==> config.mk <==
export PLATFORM = sky130hd
export DESIGN_NAME = apb_master_bridge
export DESIGN_NICKNAME = d
export VERILOG_FILES = /design/src/rtl/apb_pkg.sv /design/src/rtl/apb_timeout_ctr.sv /design/src/rtl/apb_master_bridge.sv
export SDC_FILE = /design/constraint.sdc
export NUM_CORES = 1
export LEC_CHECK = 0
export ABC_CLOCK_PERIOD_IN_PS = 1600
export CORE_UTILIZATION = 32
export CTS_CLUSTER_DIAMETER = 100
export CTS_CLUSTER_SIZE = 12
export DETAILED_ROUTE_END_ITERATION = 10
export GPL_TIMING_DRIVEN = 0
export MAX_ROUTING_LAYER = met4
export PLACE_DENSITY = 0.69
export RECOVER_POWER = 100
export SYNTH_ARGS = -nofsm -noshare
export SYNTH_HDL_FRONTEND = slang
export SYNTH_SLANG_ARGS = --single-unit
==> constraint.sdc <==
create_clock -name pclk -period 1.6 [get_ports pclk]
set_input_delay 0.24 -clock pclk [delete_from_list [all_inputs] [get_ports pclk]]
set_output_delay 0.24 -clock pclk [all_outputs]
set_load 0.05 [all_outputs]
==> src/rtl/apb_pkg.sv <==
// apb_pkg: shared APB bridge state encoding and default bus widths.
package apb_pkg;

    localparam int unsigned APB_ADDR_W = 32;
    localparam int unsigned APB_DATA_W = 8;

    typedef enum logic [1:0] {
        ST_IDLE   = 2'd0,
        ST_SETUP  = 2'd1,
        ST_ACCESS = 2'd2,
        ST_RESP   = 2'd3
    } apb_state_e;

endpackage

==> src/rtl/apb_timeout_ctr.sv <==
// apb_timeout_ctr: counts ACCESS wait cycles. The tc output flags the last
// wait cycle the bridge tolerates before aborting.
module apb_timeout_ctr #(
    parameter int unsigned TIMEOUT_CYCLES = 256
) (
    input  logic pclk,
    input  logic prstn,
    input  logic clr,
    input  logic en,
    output logic tc
);

    localparam int unsigned     CNT_W  = $clog2(TIMEOUT_CYCLES);
    localparam logic [CNT_W-1:0] TC_VAL = CNT_W'(TIMEOUT_CYCLES - 1);

    logic [CNT_W-1:0] cnt_q;
    logic [CNT_W-1:0] cnt_d;

    assign tc = (cnt_q == TC_VAL);

    // Next count: clear wins, otherwise count wait cycles and saturate at terminal count.
    always_comb begin
        cnt_d = cnt_q;
        if (clr) begin
            cnt_d = '0;
        end else if (en && !tc) begin
            cnt_d = cnt_q + 1'b1;
        end
    end

    // Counter register.
    always_ff @(posedge pclk or negedge prstn) begin
        if (!prstn) begin
            cnt_q <= '0;
        end else begin
            cnt_q <= cnt_d;
        end
    end

endmodule

==> src/rtl/apb_master_bridge.sv <==
// apb_master_bridge: valid/ready command channel to a single APB transfer,
// result returned on a valid/ready response channel. All outputs registered.
// Optional macro APB_TIMEOUT_EN: abort ACCESS after TIMEOUT_CYCLES wait cycles.
module apb_master_bridge
    import apb_pkg::*;
#(
    parameter int unsigned ADDR_WIDTH     = APB_ADDR_W,
    parameter int unsigned DATA_WIDTH     = APB_DATA_W,
    parameter int unsigned TIMEOUT_CYCLES = 256
) (
    input  logic                  pclk,
    input  logic                  prstn,
    input  logic                  cmd_valid,
    output logic                  cmd_ready,
    input  logic                  cmd_write,
    input  logic [ADDR_WIDTH-1:0] cmd_addr,
    input  logic [DATA_WIDTH-1:0] cmd_wdata,
    output logic                  rsp_valid,
    input  logic                  rsp_ready,
    output logic [DATA_WIDTH-1:0] rsp_rdata,
    output logic                  rsp_err,
    output logic [ADDR_WIDTH-1:0] paddr,
    output logic                  pselx,
    output logic                  penable,
    output logic                  pwrite,
    output logic [DATA_WIDTH-1:0] pwdata,
    input  logic                  pready,
    input  logic [DATA_WIDTH-1:0] prdata,
    input  logic                  pslverr
);

    if (TIMEOUT_CYCLES < 2) begin : g_bad_timeout
        $error("TIMEOUT_CYCLES must be at least 2");
    end

    apb_state_e            state_q,     state_d;
    logic                  cmd_ready_q, cmd_ready_d;
    logic                  rsp_valid_q, rsp_valid_d;
    logic [DATA_WIDTH-1:0] rsp_rdata_q, rsp_rdata_d;
    logic                  rsp_err_q,   rsp_err_d;
    logic [ADDR_WIDTH-1:0] paddr_q,     paddr_d;
    logic                  pselx_q,     pselx_d;
    logic                  penable_q,   penable_d;
    logic                  pwrite_q,    pwrite_d;
    logic [DATA_WIDTH-1:0] pwdata_q,    pwdata_d;
    logic                  timeout_hit;

`ifdef APB_TIMEOUT_EN
    logic to_tc;

    apb_timeout_ctr #(
        .TIMEOUT_CYCLES (TIMEOUT_CYCLES)
    ) u_timeout_ctr (
        .pclk  (pclk),
        .prstn (prstn),
        .clr   (state_q == ST_SETUP),
        .en    ((state_q == ST_ACCESS) && !pready),
        .tc    (to_tc)
    );

    assign timeout_hit = (state_q == ST_ACCESS) && to_tc;
`else
    assign timeout_hit = 1'b0;
`endif

    assign cmd_ready = cmd_ready_q;
    assign rsp_valid = rsp_valid_q;
    assign rsp_rdata = rsp_rdata_q;
    assign rsp_err   = rsp_err_q;
    assign paddr     = paddr_q;
    assign pselx     = pselx_q;
    assign penable   = penable_q;
    assign pwrite    = pwrite_q;
    assign pwdata    = pwdata_q;

    // Next state and next registered outputs; everything holds unless a transition changes it.
    always_comb begin
        state_d     = state_q;
        cmd_ready_d = cmd_ready_q;
        rsp_valid_d = rsp_valid_q;
        rsp_rdata_d = rsp_rdata_q;
        rsp_err_d   = rsp_err_q;
        paddr_d     = paddr_q;
        pselx_d     = pselx_q;
        penable_d   = penable_q;
        pwrite_d    = pwrite_q;
        pwdata_d    = pwdata_q;

        case (state_q)
            ST_IDLE: begin
                cmd_ready_d = 1'b1;
                if (cmd_valid && cmd_ready_q) begin
                    paddr_d     = cmd_addr;
                    pwrite_d    = cmd_write;
                    pwdata_d    = cmd_wdata;
                    pselx_d     = 1'b1;
                    penable_d   = 1'b0;
                    cmd_ready_d = 1'b0;
                    state_d     = ST_SETUP;
                end
            end
            ST_SETUP: begin
                pselx_d   = 1'b1;
                penable_d = 1'b1;
                state_d   = ST_ACCESS;
            end
            ST_ACCESS: begin
                // A ready slave wins over a timeout landing in the same cycle.
                if (pready) begin
                    rsp_rdata_d = pwrite_q ? '0 : prdata;
                    rsp_err_d   = pslverr;
                    pselx_d     = 1'b0;
                    penable_d   = 1'b0;
                    rsp_valid_d = 1'b1;
                    state_d     = ST_RESP;
                end else if (timeout_hit) begin
                    rsp_rdata_d = '0;
                    rsp_err_d   = 1'b1;
                    pselx_d     = 1'b0;
                    penable_d   = 1'b0;
                    rsp_valid_d = 1'b1;
                    state_d     = ST_RESP;
                end
            end
            ST_RESP: begin
                if (rsp_ready) begin
                    rsp_valid_d = 1'b0;
                    cmd_ready_d = 1'b1;
                    state_d     = ST_IDLE;
                end
            end
            default: begin
                pselx_d     = 1'b0;
                penable_d   = 1'b0;
                rsp_valid_d = 1'b0;
                cmd_ready_d = 1'b0;
                state_d     = ST_IDLE;
            end
        endcase
    end

    // State and output registers, cleared asynchronously.
    always_ff @(posedge pclk or negedge prstn) begin
        if (!prstn) begin
            state_q     <= ST_IDLE;
            cmd_ready_q <= 1'b0;
            rsp_valid_q <= 1'b0;
            rsp_rdata_q <= '0;
            rsp_err_q   <= 1'b0;
            paddr_q     <= '0;
            pselx_q     <= 1'b0;
            penable_q   <= 1'b0;
            pwrite_q    <= 1'b0;
            pwdata_q    <= '0;
        end else begin
            state_q     <= state_d;
            cmd_ready_q <= cmd_ready_d;
            rsp_valid_q <= rsp_valid_d;
            rsp_rdata_q <= rsp_rdata_d;
            rsp_err_q   <= rsp_err_d;
            paddr_q     <= paddr_d;
            pselx_q     <= pselx_d;
            penable_q   <= penable_d;
            pwrite_q    <= pwrite_d;
            pwdata_q    <= pwdata_d;
        end
    end

endmodule
==> results.txt <==
The run finished with clean final reports. The register clock-pin slew on the reported worst setup and hold paths came out at 0.10 ns. The path with the worst hold slack has its endpoint at rsp_rdata[6]. The worst-path cell with the longest stage delay was dfrtp_1. The routed design has 4.90 mm of wire. The run gives 5 as the total CTS buffers. After synthesis, the largest family of logic cells by area is multiplexers. Max-cap violations in this run came to 0.

The congestion estimate from routability-driven global placement came to 0.682. In this run the worst path has a maximum fanout of 5. TritonCTS built the clock tree. The Yosys warning count is 0, and the antenna violation net count after detailed routing is 0. The H-tree was split into 2 levels. The total overflow left after global routing is 0. The tools report the filler cell count as 697.

The die height is 88.7 µm. Clock tree synthesis selected as its root buffer the cell clkbuf_8. For this design the ratio of total power to cell area is 2300 mW/mm². The endpoint identified for the worst register-to-register timing path is state_q[1]. For this run, design rule violations remaining after detail routing come to 0. The maximum vdd drop is 0.000848 V, and the antenna diode count is 0. Initial detailed-routing violation count: 19. The tools report the row count as 31. For the final-stage net count, the log shows 338. During placement, the flow inserted port buffers numbering 108. The startpoint identified for the worst register-to-register timing path is state_q[0]. The worst setup path is captured at a flip-flop. Count of TritonRoute iterations in the first routing pass: 4.

For the finished layout, the period the worst path requires is 1.51 ns. The total nets after synthesis was 218; the gate count of the mapped netlist was 156. The die covers 0.00786 mm². Detailed routing inserted a total of 1,637 vias. Simple logic cell fraction of the synthesized area: 0.0526.

Setup repair after global routing left no endpoint under its margin. In this design, the largest share of critical-path delay is due to flip-flops. The slew at the pin with the worst max-slew slack was 0.676 ns.

Timing would allow up to 662 MHz. The worst hold path passes through 3 cells. Synthesis inferred 56 register bits. Clock skew on the completed layout was measured at 0.00913 ns. The critical path is of the flip-flop to flip-flop type.

Once detailed placement completed, the half-perimeter wirelength came to 3.70 mm. The run gives 7.56 mm as the global-route wire length before repair. The synthesized-area fraction occupied by ao, oa, aoi and oai cells works out to 0.0416. Summing all multi-input logic gate instances after layout gives 851 µm². The width of the die came out at 88.7 µm. The critical path data arrival time was 1.70 ns; the sequential standard cell area was 0.00140 mm². STA classifies the critical path startpoint as a flip-flop.

The buffering stage count on the worst path with inverters included was 1; the clock network latency to the later pin of the worst-skew pair was 0.30 ns. The final count of pins violating max slew is 0, and the post-synthesis mux area share is 0.261. The share of the clock period used by the worst path after layout is 0.944, and the initial antenna violation count is 0. From synthesis to final layout, the design area changed by 50.5%.

The total power draw was 8340 µW. The longest clock path from root to sink contains 2 buffers. Synthesis instantiated 22 different standard cells from the library. The worst hold path belongs to the class input port to flip-flop.

Setup violations remaining at the end of the flow were counted as 0. The logs give 0 for the number of hold violations in the final report and 109 for the top-level port count. The worst relative slew slack was 0.549; the accumulated negative setup slack was 0 ns.

The share of layout cells above drive strength 1 was 0.116. The summed instance area of the synthesized netlist was 0.00240 mm². For the largest net degree at the start of global routing, the log shows 31. The share of the core filled with cells is 0.499. The post-synthesis xor/xnor area fraction works out to 0. In this run the most critical hold path is launched from prdata[6]. The synthesized-area fraction occupied by adder cells is 0.0364, and the total core area is 0.00725 mm². Initial standard-cell utilization of the core: 0.331. The CTS sink count was 56. Minimum setup slack among reg-to-reg paths: 0.09 ns.

The average instance in the mapped netlist occupies 15.4 µm². The number of cells traversed by the worst register-to-register path came out at 5. The signal on the critical path passes through inv_2 -> ha_2 -> nor2b_1 -> a211oi_2 -> mux2_1. Data on the critical path is required at its endpoint by 1.79 ns. The routed wire length per instance is 13.0 µm, and the post-synthesis sequential area ratio is 0.583. The largest stage delay on the critical path was 0.38 ns. The average vias per placed instance works out to 4.35.

The tools report the via count of the first global-routing pass as 1,618. The tools report the leakage power summed over all cells as 0.00165 µW. The total track usage was 0.131.
-- per-layer routing --
layer | GRT usage | wire [µm]
met1 | 0.153 | 2050
met2 | 0.223 | 2520
met3 | 0.0261 | 266
met4 | 0.0484 | 68
met5 | - | 0
-- flip-flops by register name, summed over array words and instances (netlist names) --
signal	flops
rsp_rdata	8
rsp_valid	1
cmd_ready	1
pwrite	1
pwdata	8
pselx	1
rsp_err	1
penable	1
paddr	32
state_q	2
-- cell type report --
class / instances / area share
Buffer: 5 / 0.0138
Clock inverter: 1 / 0.00830
Tap cell: 99 / 0.0342
Multi-Input combinational cell: 92 / 0.235
Sequential cell: 56 / 0.387
Clock buffer: 7 / 0.0266
Timing Repair Buffer: 113 / 0.291
Inverter: 3 / 0.00311
-- per-stage QoR --
step | hold WS, ns | setup WS (ns) | instance area, µm² | std cells
detailed placement | 0.300 | -0.107 | 3620 | 364
finish | 0.478 | 0.0897 | 3620 | 376
global route | 0.497 | 0.00643 | 3620 | 376
CTS | 0.466 | 0.000571 | 3720 | 376
floorplan | -0.0556 | 0.0130 | 2400 | 156
global placement | 0.467 | -1.51 | 3610 | 363
-- cell usage in the layout, fill, tap and decap left out, drive strengths merged, types with 2 or more instances in the layout --
| cell type | netlist | layout |
|---|---|---|
| nor2 | 2 | 2 |
| o21ai | 11 | 11 |
| mux2 | 44 | 44 |
| buf | 4 | 8 |
| dfrtp | 56 | 56 |
| nand2 | 9 | 9 |
| inv | 3 | 3 |
| clkbuf | 1 | 11 |
| nand2b | 9 | 9 |
| clkdlybuf4s50 | 0 | 53 |
| mux2i | 2 | 2 |
| ha | 7 | 7 |
| dlygate4sd2 | 0 | 52 |
-- repair_timing --
action / CTS / global route
gates resized for setup: 57 / 9
endpoints found under the setup margin: 103 / 47
pin swaps: 1 / 1
hold buffers: 1 / 0
cloned: 0 / 0
setup buffers: 3 / 0
hold endpoints to repair: 26 / 0
-- kinds of logic after synthesis --
family	after synthesis
buf+inv	8
mux	46
flops	56
compound gates	16
fa+ha+maj	7
simple gates	23
-- report_power, final --
group	leakage (µW)	switching [µW]	internal [µW]
registers	0.000666	369	2120
clock network	0.0000645	444	553
logic	0.000920	3330	1520
total	0.00165	4140	4200
-- cell usage after synthesis (all sizes together) --
master  instances  area (µm²)
o31ai           1        7.51
dfrtp          56        1400
a211oi          1        12.5
nor3            1        5.00
nand2b          9        56.3
o21ai          11        55.1
buf             4        45.0
ha              7        87.6
nand3           1        17.5
a21boi          1        11.3
a21oi           1        5.00
nor2b           1        6.26
nor2            2        7.51
mux2           44         608
o22a            1        8.76
nand2           9        33.8
mux2i           2        20.0
clkbuf          1        3.75
inv             3        11.3
-- worst register-to-register path, cell delays in order, from the launching register on --
cell      delay (ns)
dfrtp_1         0.38
inv_2           0.07
ha_2            0.19
nor2b_1         0.16
a211oi_2        0.25
mux2_1          0.35
-- how the worst max path moves through the flow --
stage	from	end	slack [ns]	cells past startpoint
2_1_floorplan	state_q[0]	state_q[1]	0.01	5
3_5_place_dp	state_q[1]	state_q[1]	-0.11	5
6_report	state_q[0]	state_q[1]	0.09	5
5_1_grt	state_q[1]	penable	0.006	4
3_3_place_gp	prstn	paddr[19]	-1.51	1
4_1_cts	pwrite	pwrite	0.0006	1
Note: power is estimated with default switching activity, not from simulation.
